### config.mk
export PLATFORM = sky130hd
export DESIGN_NAME = bus_arbiter
export DESIGN_NICKNAME = d
export VERILOG_FILES = /design/src/rtl/bus_arbiter_pkg.sv /design/src/rtl/bus_pick.sv /design/src/rtl/bus_arbiter.sv
export SDC_FILE = /design/constraint.sdc
export NUM_CORES = 1
export LEC_CHECK = 0
export CAP_MARGIN = 25
export CORE_MARGIN = 3
export CORE_UTILIZATION = 45
export CTS_CLUSTER_DIAMETER = 50
export DETAILED_ROUTE_END_ITERATION = 10
export GPL_TIMING_DRIVEN = 0
export HOLD_SLACK_MARGIN = 0.06
export PLACE_DENSITY_LB_ADDON = 0.25
export SLEW_MARGIN = 25
export SYNTH_ARGS = -nofsm -noshare
export SYNTH_HDL_FRONTEND = slang
export SYNTH_SLANG_ARGS = --single-unit
### constraint.sdc
create_clock -name clk -period 2.75 [get_ports clk]
set_input_delay 0.55 -clock clk [delete_from_list [all_inputs] [get_ports clk]]
set_output_delay 0.55 -clock clk [all_outputs]
set_load 0.02 [all_outputs]
### src/rtl/bus_arbiter_pkg.sv
// Shared definitions for the 7-source common-bus arbiter: source indices, bus select codes,
// sequencer state encodings and the index-to-select-code helper.
package bus_arbiter_pkg;

    localparam int unsigned SRC_AR = 0;
    localparam int unsigned SRC_PC = 1;
    localparam int unsigned SRC_DR = 2;
    localparam int unsigned SRC_AC = 3;
    localparam int unsigned SRC_IR = 4;
    localparam int unsigned SRC_TR = 5;
    localparam int unsigned SRC_M  = 6;

    localparam logic [2:0] SEL_IDLE = 3'b000;
    localparam logic [2:0] SEL_AR   = 3'b001;
    localparam logic [2:0] SEL_PC   = 3'b010;
    localparam logic [2:0] SEL_DR   = 3'b011;
    localparam logic [2:0] SEL_AC   = 3'b100;
    localparam logic [2:0] SEL_IR   = 3'b101;
    localparam logic [2:0] SEL_TR   = 3'b110;
    localparam logic [2:0] SEL_M    = 3'b111;

    typedef enum logic [1:0] {
        ST_IDLE  = 2'd0,
        ST_XFER  = 2'd1,
        ST_MWAIT = 2'd2
    } state_e;

    // Select code 0 is reserved for an idle bus, so source i drives code i+1.
    function automatic logic [2:0] sel_encode(input int unsigned idx);
        return 3'(idx + 1);
    endfunction

endpackage

### src/rtl/bus_pick.sv
// Combinational winner selection over req & ~mask: fixed priority (highest index) or
// round-robin searching upward from last+1 with wrap.
module bus_pick #(
    parameter int unsigned NSRC = 7,
    parameter bit          RR   = 1'b0,
    parameter int unsigned IdxW = $clog2(NSRC)
) (
    input  logic [NSRC-1:0] req,
    input  logic [NSRC-1:0] mask,
    input  logic [IdxW-1:0] last,
    output logic [IdxW-1:0] winner,
    output logic            valid
);

    logic [NSRC-1:0] elig;
    logic            unused_last;
    int              j;

    assign elig        = req & ~mask;
    assign valid       = |elig;
    assign unused_last = ^last;

    always_comb begin
        winner = '0;
        j      = 0;
        if (RR) begin
            // Walk offsets from far to near so the nearest eligible source after last wins.
            for (int k = int'(NSRC) - 1; k >= 0; k--) begin
                j = int'(last) + k + 1;
                if (j >= int'(NSRC)) begin
                    j = j - int'(NSRC);
                end
                if (elig[j]) begin
                    winner = IdxW'(j);
                end
            end
        end else begin
            for (int i = 0; i < int'(NSRC); i++) begin
                if (elig[i]) begin
                    winner = IdxW'(i);
                end
            end
        end
    end

endmodule

### src/rtl/bus_arbiter.sv
// Common-bus arbiter/sequencer: grants one source at a time, drives select code and transfer
// strobe, and inserts memory wait states while M drives the bus.
module bus_arbiter
    import bus_arbiter_pkg::*;
#(
    parameter int unsigned NSRC     = 7,
    parameter int unsigned MEM_WAIT = 1,
    parameter bit          RR       = 1'b0
) (
    input  logic            clk,
    input  logic            rst,
    input  logic [NSRC-1:0] req,
    output logic [NSRC-1:0] grant,
    output logic [2:0]      sel,
    output logic            xfer,
    output logic            mem_rd,
    output logic            busy
);

    localparam int unsigned IdxW = $clog2(NSRC);
    localparam int unsigned CntW = (MEM_WAIT > 0) ? $clog2(MEM_WAIT + 1) : 1;

    state_e          state_q;
    logic [CntW-1:0] cnt_q;
    logic [IdxW-1:0] last_q;
    logic [NSRC-1:0] grant_q;
    logic [2:0]      sel_q;
    logic            xfer_q;
    logic            mem_rd_q;
    logic            busy_q;

    logic [NSRC-1:0] mask;
    logic [IdxW-1:0] pick_idx;
    logic            pick_valid;
    logic            pick_is_m;

    // Only the source served in the current XFER cycle is excluded from re-arbitration.
    assign mask      = (state_q == ST_XFER) ? grant_q : '0;
    assign pick_is_m = (pick_idx == IdxW'(SRC_M));

    bus_pick #(
        .NSRC (NSRC),
        .RR   (RR),
        .IdxW (IdxW)
    ) u_pick (
        .req    (req),
        .mask   (mask),
        .last   (last_q),
        .winner (pick_idx),
        .valid  (pick_valid)
    );

    always_ff @(posedge clk or posedge rst) begin
        if (rst) begin
            state_q  <= ST_IDLE;
            cnt_q    <= '0;
            last_q   <= IdxW'(NSRC - 1);
            grant_q  <= '0;
            sel_q    <= SEL_IDLE;
            xfer_q   <= 1'b0;
            mem_rd_q <= 1'b0;
            busy_q   <= 1'b0;
        end else begin
            case (state_q)
                ST_MWAIT: begin
                    if (!req[SRC_M]) begin
                        state_q  <= ST_IDLE;
                        grant_q  <= '0;
                        sel_q    <= SEL_IDLE;
                        xfer_q   <= 1'b0;
                        mem_rd_q <= 1'b0;
                        busy_q   <= 1'b0;
                    end else if (cnt_q == '0) begin
                        state_q <= ST_XFER;
                        xfer_q  <= 1'b1;
                    end else begin
                        cnt_q <= cnt_q - 1'b1;
                    end
                end
                default: begin
                    // IDLE and XFER both arbitrate; XFER hands over with no bubble.
                    if (pick_valid) begin
                        grant_q <= NSRC'(1) << pick_idx;
                        sel_q   <= sel_encode(32'(pick_idx));
                        busy_q  <= 1'b1;
                        last_q  <= pick_idx;
                        if (pick_is_m && (MEM_WAIT > 0)) begin
                            state_q  <= ST_MWAIT;
                            cnt_q    <= CntW'(MEM_WAIT - 1);
                            xfer_q   <= 1'b0;
                            mem_rd_q <= 1'b1;
                        end else begin
                            state_q  <= ST_XFER;
                            xfer_q   <= 1'b1;
                            mem_rd_q <= pick_is_m;
                        end
                    end else begin
                        state_q  <= ST_IDLE;
                        grant_q  <= '0;
                        sel_q    <= SEL_IDLE;
                        xfer_q   <= 1'b0;
                        mem_rd_q <= 1'b0;
                        busy_q   <= 1'b0;
                    end
                end
            endcase
        end
    end

    assign grant  = grant_q;
    assign sel    = sel_q;
    assign xfer   = xfer_q;
    assign mem_rd = mem_rd_q;
    assign busy   = busy_q;

endmodule

Yosys cells after proc, flatten, opt, wreduce, memory -nomap -nowiden
Index checks and enable logic that the tools add are counted.
{"block": "totals", "ff_bits": 16, "inputBits": 9, "out_inout_bits": 13, "word_cells": 56}
{"block": "classes", "n_addsub": 2, "eq_ne": 6, "n_shift": 1, "muxes": 34, "n_bitwise": 2, "reduce_logical": 4}
{"operator": "$mux W7", "n": 4}
{"operator": "$mux W3", "n": 6}
{"operator": "$mux W1", "n": 17}
{"operator": "$mux W2", "n": 7}
{"operator": "$and A7 B7 Y7", "n": 1}
{"operator": "$not A7 Y7", "n": 1}
{"operator": "$reduce_or A7 Y1", "n": 1}
{"operator": "$shl A1 B3 Y7 const A", "n": 1}
{"operator": "$ne A2 B2 Y1 const B", "n": 2}
{"operator": "$reduce_bool A2 Y1", "n": 2}
{"operator": "$add A3 B1 Y3 const B", "n": 1}
{"operator": "$eq A3 B3 Y1 const B", "n": 1}
{"operator": "$ne A3 B3 Y1 const B", "n": 1}
{"operator": "$reduce_and A3 Y1", "n": 1}
{"operator": "$eq A2 B1 Y1 const B", "n": 1}
{"operator": "$eq A2 B2 Y1 const B", "n": 1}
{"operator": "$sub A1 B1 Y1 const B", "n": 1}

Logic depth before layout (Yosys ltp)
Gate-level depths: netlist (run 1).
{"block": "logic_depth", "word_depth": 14, "mapped_depth": 7, "ltp_nobuf": 7}

Modules after synthesis
Synthesis (run 1) repeated with hierarchy kept, for this count alone.
{"block": "hier_totals", "cells_unflattened": 74, "area_unflattened_um2": 874.6}
{"mod": "bus_arbiter", "n_inst": 1, "cells_each": 58, "area_each_um2": 760.7, "seq_area_each_um2": 402.9}
{"mod": "bus_pick", "n_inst": 1, "cells_each": 16, "area_each_um2": 113.9, "seq_area_each_um2": 0.0}

Worst setup path before layout (run 1)
No wires, ideal clock.
{"block": "synth_timing", "kind": "register to register", "startpoint": "register xfer (netlist name)", "endpoint": "register sel_q[2], in the netlist sel[2]", "setup_time_ps": 83, "arrival_ps": 1810, "required_ps": 2667, "slack_ps": 858, "stages_incl_launch_ff": 7, "path_buffers": 0, "period_less_slack_ps": 1892, "path_cell_list": "dfrtp_1 > and2b_1 > o221a_2 > o21ai_0 > ha_1 > ha_1 > o21ai_0"}
{"element": "to (signal assigned)", "line_no": "bus_arbiter.sv:84", "source": "sel_q <= sel_encode(32'(pick_idx));"}
{"element": "to (decl)", "line_no": "bus_arbiter.sv:27", "source": "logic [2:0] sel_q;"}

Final worst setup path (run 1)
{"block": "layout_timing", "startpoint": "input port req[2]", "endpoint": "register sel_q[2], in the netlist sel[2]"}
{"block": "layout_between", "elab_chain_cells": 9, "elab_cells_between_ends": 10, "classes_between": "add/sub (1); mux (7); bitwise (1); reduce/logical (1)"}
{"element": "from (decl)", "line_no": "bus_arbiter.sv:12", "source": "input logic [NSRC-1:0] req,"}
{"element": "$and A7 B7 Y7 *", "line_no": "bus_pick.sv:19", "source": "assign elig = req & ~mask;"}
{"element": "$mux W2 (2 in a row)", "line_no": "bus_pick.sv:39", "source": "if (elig[i]) begin"}
{"element": "$mux W3 (3 in a row)", "line_no": "bus_pick.sv:39"}
{"element": "$add A3 B1 Y3", "line_no": "bus_arbiter_pkg.sv:30", "source": "return 3'(idx + 1);"}
{"element": "$mux W3 *", "line_no": "bus_arbiter.sv:82", "source": "if (pick_valid) begin"}
{"element": "$mux W3 *", "line_no": "bus_arbiter.sv:64", "source": "case (state_q)"}
Mark *: on every way between the ends. The rest lies on a longest branch, timed or not.
A chain may end at the register's enable or synchronous reset.

==> flow_metrics.env, run 1 <==
export IMPL_r2r_cells=6
export IMPL_r2r_end="sel[2]$_DFFE_PP0P_"
export IMPL_powerDensity_mw_per_mm2=881
export IMPL_placed_area_um2=985
export IMPL_synth_cell_types=26
export IMPL_area_sequential_um2=325
export IMPL_cts_setup_buffers=0
export IMPL_drtIter0Drc=18
export IMPL_layoutNonFillerInstCount=121
export IMPL_track_usage_pct=18.0
export IMPL_syn_area_per_cell_um2=9.43
export IMPL_clkTransAtPathRegs_ns=0.08
export IMPL_core_area_mm2=0.00154
export IMPL_hold_depth=2
export IMPL_vias_per_cell=5.58
export IMPL_clock_root_buffer="clkbuf_4"
export IMPL_post_synth_top_area_cell="dfrtp_1"
export IMPL_grt_antenna_before_repair=0
export IMPL_die_h_um=46.9
export IMPL_drv_slew=0
export IMPL_hp_class="reg2reg"
export IMPL_critPathLaunchType="input port"
export IMPL_vdd_drop_max_mv=0.778
export IMPL_busiest_layer="met2"
export IMPL_firstDrtPassIters=4
export IMPL_cp_arrival_ns=2.37
export IMPL_synth_seq_cells=13
export IMPL_power_leakage_nw=0.461
export IMPL_netlist_area_um2=754
export IMPL_dp_worst_setup_slack_ns=0.308
export IMPL_async_flop_share_pct=100
export IMPL_required_ns=2.94
export IMPL_grt_max_degree=14
export IMPL_max_cap_violations=0
export IMPL_run_status="finished, final reports clean"
export IMPL_ys_dominant_reg_cell="dfrtp_1"
export IMPL_cpPeakStageDelay_ns=0.50
export IMPL_post_route_worst_setup_slack_ns=0.576
export IMPL_crit_type="in2reg"
export IMPL_reg2reg_setup_slack_ns=0.67
export IMPL_finClkSkew_ns=0.00127
export IMPL_clk_latency_ns=0.27
export IMPL_synthCells=80
export IMPL_multi_input_area_um2=392
export IMPL_dp_cells=117
export IMPL_worst_slew_pin_slew_ns=0.696
export IMPL_die_area_mm2=0.00220
export IMPL_cts_tree="built"
export IMPL_n_antenna_cell=0
export IMPL_max_freq_mhz=460
export IMPL_cp_cell_sequence="clkdlybuf4s50_1 -> inv_1 -> o221a_2 -> o21ai_0 -> ha_1 -> ha_1 -> o21ai_0"
export IMPL_layout_drive_gt1_share_pct=7.62
export IMPL_holdCritStartpoint="busy$_DFFE_PP0P_"
export IMPL_fin_area_mm2=0.00101
export IMPL_critPathMaxFanout=4
export IMPL_critPathTopFamily="compound AO/OA/AOI/OAI gates"
export IMPL_rsz0062_at_grt="false"
export IMPL_cts_buffers=3
export IMPL_synthTopCellsByArea="dfrtp_1, ha_1, nand2_1"
export IMPL_timing_setup_tns_ns=0
export IMPL_area_delta_synth_final_pct=34.2
export IMPL_place_gp_congestion=0.850
export IMPL_grt_pass1_vias=653
export IMPL_grt_use_met3_pct=2.68
export IMPL_htreeDepth=1
export IMPL_grt_pass1_wl_um=2740
export IMPL_synth_top_area_share_pct=43.1
export IMPL_worst_path_max_delay_cell="clkdlybuf4s50_1"
export IMPL_hold_end="busy$_DFFE_PP0P_"
export IMPL_hold_viol=0
export IMPL_worst_path_buf_inv=2
export IMPL_drc=0
export IMPL_whs_ns=0.487
export IMPL_crit_start="req[2]"
export IMPL_relSlewSlack_pct=53.6
export IMPL_die_x_um=46.9
export IMPL_fillers=138
export IMPL_routedWlPerCell_um=14.2
export IMPL_setup_viol=0
export IMPL_port_buffers=21
export IMPL_hold_buffers=0
export IMPL_ys_seq_area_share_pct=43.1
export IMPL_syn_nets=94
export IMPL_reg2reg_from="xfer$_DFF_PP0_"
export IMPL_vias=675
export IMPL_yosys_top_cells_count="dfrtp_1, nand2_1, inv_1, o21ai_0, ha_1"
export IMPL_rows=14
export IMPL_cts_resized=0
export IMPL_end_kind="register"
export IMPL_synth_warnings=0
export IMPL_use_met1_pct=23.2
export IMPL_hpwl_um=1340
export IMPL_synth_edf_count=0
export IMPL_clock_path_buffers=2
export IMPL_fin_crit_ns=2.17
export IMPL_grtUsageMet2_pct=28.5
export IMPL_min_period_over_period_pct=79.1
export IMPL_nets=120
export IMPL_ioPinCount=22
export IMPL_ant_nets=0
export IMPL_cts_sink_count=13
export IMPL_start_util_pct=48.9
export IMPL_overflow=0
export IMPL_wl_um=1720
==> through the flow <==
stage / utilization [%] / power [mW]
5_1_grt: 65.7 / 0.959
6_report: 65.7 / 0.892
2_1_floorplan: - / 0.583
3_5_place_dp: 63.9 / 0.779
4_1_cts: 65.7 / 0.897
3_3_place_gp: 63.9 / 0.773
==> power breakdown <==
| group | leakage (nW) | total, mW | internal, mW | switching [mW] |
|---|---|---|---|---|
| clock | 0.0177 | 0.114 | 0.0539 | 0.0601 |
| combinational | 0.282 | 0.462 | 0.222 | 0.240 |
| sequential | 0.162 | 0.316 | 0.254 | 0.0624 |
==> how the worst max path moves through the flow <==
stage	end	cells after the start
2_1_floorplan	sel[2]$_DFFE_PP0P_	6
3_5_place_dp	sel[2]$_DFFE_PP0P_	7
3_3_place_gp	sel[2]$_DFFE_PP0P_	7
6_report	sel[2]$_DFFE_PP0P_	7
4_1_cts	sel[2]$_DFFE_PP0P_	7
5_1_grt	sel[2]$_DFFE_PP0P_	7
==> kinds of logic after synthesis <==
kind of cell | share of synthesized area [%]
and+or+nand+nor | 19.6
AOI/OAI and AO/OA | 24.0
DFF | 43.1
buffers and inverters | 4.98
adders and majority gates | 8.29
==> layout make-up <==
type                    instances  area share, %
multi-input cells              58           38.7
flip-flops and latches         13           32.1
repair buffers                 21           20.8
inverters                       8           2.97
clock buffers                   3           2.22
well taps                      16           1.98
plain buffers                   1          0.742
clock inverters                 1          0.494
==> registers in the layout (all words and copies together), names as in the netlist <==
signal and cells:
sel 3, busy 1, grant 6, xfer 1, mem_rd 1, state_q 1
==> cell usage in the layout, fill, tap and decap left out <==
master            n
o31ai_1           1
and2_1            1
a311o_1           1
clkbuf_4          3
and4_1            1
a221oi_1          1
nor2b_1           1
nand2b_1          2
a41o_1            1
o21ai_0           7
clkdlybuf4s50_1  21
o221a_2           2
a22o_1            4
nor2_1            4
nand3b_1          4
o221ai_1          1
nand2_1          13
inv_1             8
a21oi_1           2
and2b_1           2
a222oi_1          1
a21o_1            1
a21bo_2           1
ha_1              5
o22ai_1           1
nand3_1           1
dfrtp_1          13
buf_4             1
clkinv_2          1
==> routing by layer <==
metal	vias up	wire length (um)
met5	-	0
met4	0	43
met3	4	63
met2	17	820
met1	316	794
li1	338	-
==> worst reg2reg max path, cell delays in order, from the launching register on <==
cell and delay (ns):
dfrtp_1 0.45, and2b_1 0.26, o221a_2 0.31, o21ai_0 0.37
ha_1 0.23, ha_1 0.22, o21ai_0 0.16
(Power assumes the default switching activity.)
==> run 2, diff against run 1 <==
--- a/config.mk
+++ b/config.mk
@@ -7,7 +7,7 @@
 export LEC_CHECK = 0
 export CAP_MARGIN = 25
 export CORE_MARGIN = 3
-export CORE_UTILIZATION = 45
+export CORE_UTILIZATION = 41
 export CTS_CLUSTER_DIAMETER = 50
 export DETAILED_ROUTE_END_ITERATION = 10
 export GPL_TIMING_DRIVEN = 0
==> constraint.sdc (replaced) <==
create_clock -name clk -period 1.74 [get_ports clk]
set_input_delay 0.348 -clock clk [delete_from_list [all_inputs] [get_ports clk]]
set_output_delay 0.348 -clock clk [all_outputs]
set_load 0.02 [all_outputs]
==> flow_metrics.env, run 2 (synthesis gave the netlist of run 1 again) <==
export IMPL_fillers=136
export IMPL_firstDrtPassIters=5
export IMPL_dp_worst_setup_slack_ns=-0.332
export IMPL_clkTransAtPathRegs_ns=0.08
export IMPL_cts_tree="built"
export IMPL_clk_latency_ns=0.27
export IMPL_seqPwrFrac_pct=30.9
export IMPL_power_switching_uw=654
export IMPL_start_util_pct=46.8
export IMPL_required_ns=1.93
export IMPL_cp_arrival_ns=2.06
export IMPL_die_x_um=48.9
export IMPL_final_core_util_pct=71.4
export IMPL_vdd_drop_max_mv=0.967
export IMPL_wl_um=1910
export IMPL_hold_buffers=0
export IMPL_final_cell_mix="clkdlybuf4s50_1, nand2_1, dfrtp_1"
export IMPL_rows=14
export IMPL_finClkSkew_ns=0.00254
export IMPL_vias=726
export IMPL_cts_sink_count=13
export IMPL_worst_slew_pin_slew_ns=0.651
export IMPL_post_route_worst_setup_slack_ns=-0.133
export IMPL_end_kind="register"
export IMPL_drtIter0Drc=22
export IMPL_area_delta_synth_final_pct=52.6
export IMPL_die_h_um=48.9
export IMPL_crit_type="reg2reg"
export IMPL_clock_path_buffers=2
export IMPL_rsz0062_at_grt="true"
export IMPL_max_cap_violations=0
export IMPL_powerDensity_mw_per_mm2=1390
export IMPL_layout_drive_gt1_share_pct=25.5
export IMPL_n_antenna_cell=0
export IMPL_run_status="finished with violations"
export IMPL_hp_class="in2async"
export IMPL_largest_reg_flops=6
export IMPL_nets=125
export IMPL_grt_antenna_before_repair=0
export IMPL_routedWlPerCell_um=14.2
export IMPL_violations="setup timing"
export IMPL_critPathLaunchType="register"
export IMPL_setup_viol=11
export IMPL_grt_pass1_vias=749
export IMPL_track_usage_pct=17.9
export IMPL_port_buffers=21
export IMPL_r2r_cells=7
export IMPL_max_freq_mhz=534
export IMPL_drv_slew=0
export IMPL_vias_per_cell=5.42
export IMPL_place_gp_congestion=0.827
export IMPL_cts_buffers=3
export IMPL_power_leakage_nw=0.544
export IMPL_relSlewSlack_pct=56.5
export IMPL_layout_commonest_cell="clkdlybuf4s50_1"
export IMPL_grt_pass1_wl_um=3340
export IMPL_core_area_mm2=0.00161
export IMPL_critPathMaxFanout=7
export IMPL_grt_max_degree=14
export IMPL_reg2reg_from="state_q[1]$_DFF_PP0_"
export IMPL_reg2reg_setup_slack_ns=-0.13
export IMPL_hpwl_um=1350
export IMPL_drc=0
export IMPL_ant_nets=0
export IMPL_switching_share_pct=40.9
export IMPL_r2r_end="xfer$_DFF_PP0_"
export IMPL_min_period_over_period_pct=108
export IMPL_hold_viol=0
export IMPL_htreeDepth=1
export IMPL_p_comb_share_pct=57.6
export IMPL_die_area_mm2=0.00239
export IMPL_overflow=0
export IMPL_fin_crit_ns=1.87
export IMPL_clkPwrFrac_pct=11.5
export IMPL_clock_root_buffer="clkbuf_4"
export IMPL_crit_start="state_q[1]$_DFF_PP0_"
export IMPL_power_internal_uw=946
export IMPL_ioPinCount=22
-- run 2: cell types whose count changed in the layout (fill, tap and decap cells not counted), sizes merged --
cell | before | now
buf | 1 | 6
clkinv | 1 | 0
clkdlybuf4s50 | 21 | 16
dlygate4sd2 | 0 | 1
clkbuf | 3 | 4
dlymetal6s2s | 0 | 4
-- run 2: how the worst max path moves through the flow --
| stage | end | slack (ns) | cells past startpoint |
|---|---|---|---|
| CTS | xfer$_DFF_PP0_ | -0.11 | 7 |
| global route | xfer$_DFF_PP0_ | -0.20 | 7 |
| detailed placement | xfer$_DFF_PP0_ | -0.33 | 4 |
| floorplan | sel[2]$_DFFE_PP0P_ | -0.02 | 6 |
| global placement | xfer$_DFF_PP0_ | -0.34 | 4 |
| finish | xfer$_DFF_PP0_ | -0.13 | 7 |
-- run 2: layout make-up --
class / count / area [um2] / area share, %
inverter: 8 / 30.0 / 2.61
sequential: 13 / 327 / 28.4
tap: 24 / 30.0 / 2.61
buffer: 1 / 7.51 / 0.652
multi-input combinational: 58 / 474 / 41.2
clock buffer: 4 / 26.3 / 2.28
timing repair buffer: 26 / 256 / 22.3
-- run 2: routing by layer --
metal,vias up,wire [um],GRT usage [%]
met2,28,944,30.3
li1,348,-,-
met5,-,0,0
met3,6,82,3.98
met4,0,39,7.11
met1,344,844,21.9
-- run 2: power by group through the flow --
stage	clock, mW	sequential [mW]	combinational (mW)
after floorplan	0	0.598	0.348
after global placement	0	0.507	0.743
after detailed placement	0	0.510	0.755
after CTS	0.188	0.492	0.874
after global routing	0.204	0.508	1.00
final	0.185	0.494	0.920
-- run 2: worst max-delay path: stages (launching register included) --
cell and delay, ns:
dfrtp_1 0.43, and2b_2 0.29, a221oi_2 0.26, o221a_2 0.31, inv_2 0.08, ha_4 0.17, and2b_1 0.15, o22ai_1 0.11
-- run 2: stage by stage --
stage,hold WS [ns],TNS (ns),cells,cell area (um2),power (mW)
6_report,0.382,-0.865,134,1150,1.60
5_1_grt,0.419,-1.50,134,1150,1.71
4_1_cts,0.410,-0.652,134,1110,1.55
3_5_place_dp,0.476,-3.60,125,1010,1.26
3_3_place_gp,0.464,-3.44,125,1010,1.25
2_1_floorplan,0.225,-0.0307,80,772,0.946
-- run 2: what timing repair did --
| item | CTS | global route |
|---|---|---|
| setup endpoints to repair | 14 | 15 |
| buffers inserted | 5 | 0 |
| pin swaps | 6 | 5 |
| endpoints found under the hold margin | 0 | 0 |
| gates cloned | 0 | 0 |
| gates resized for setup | 9 | 13 |
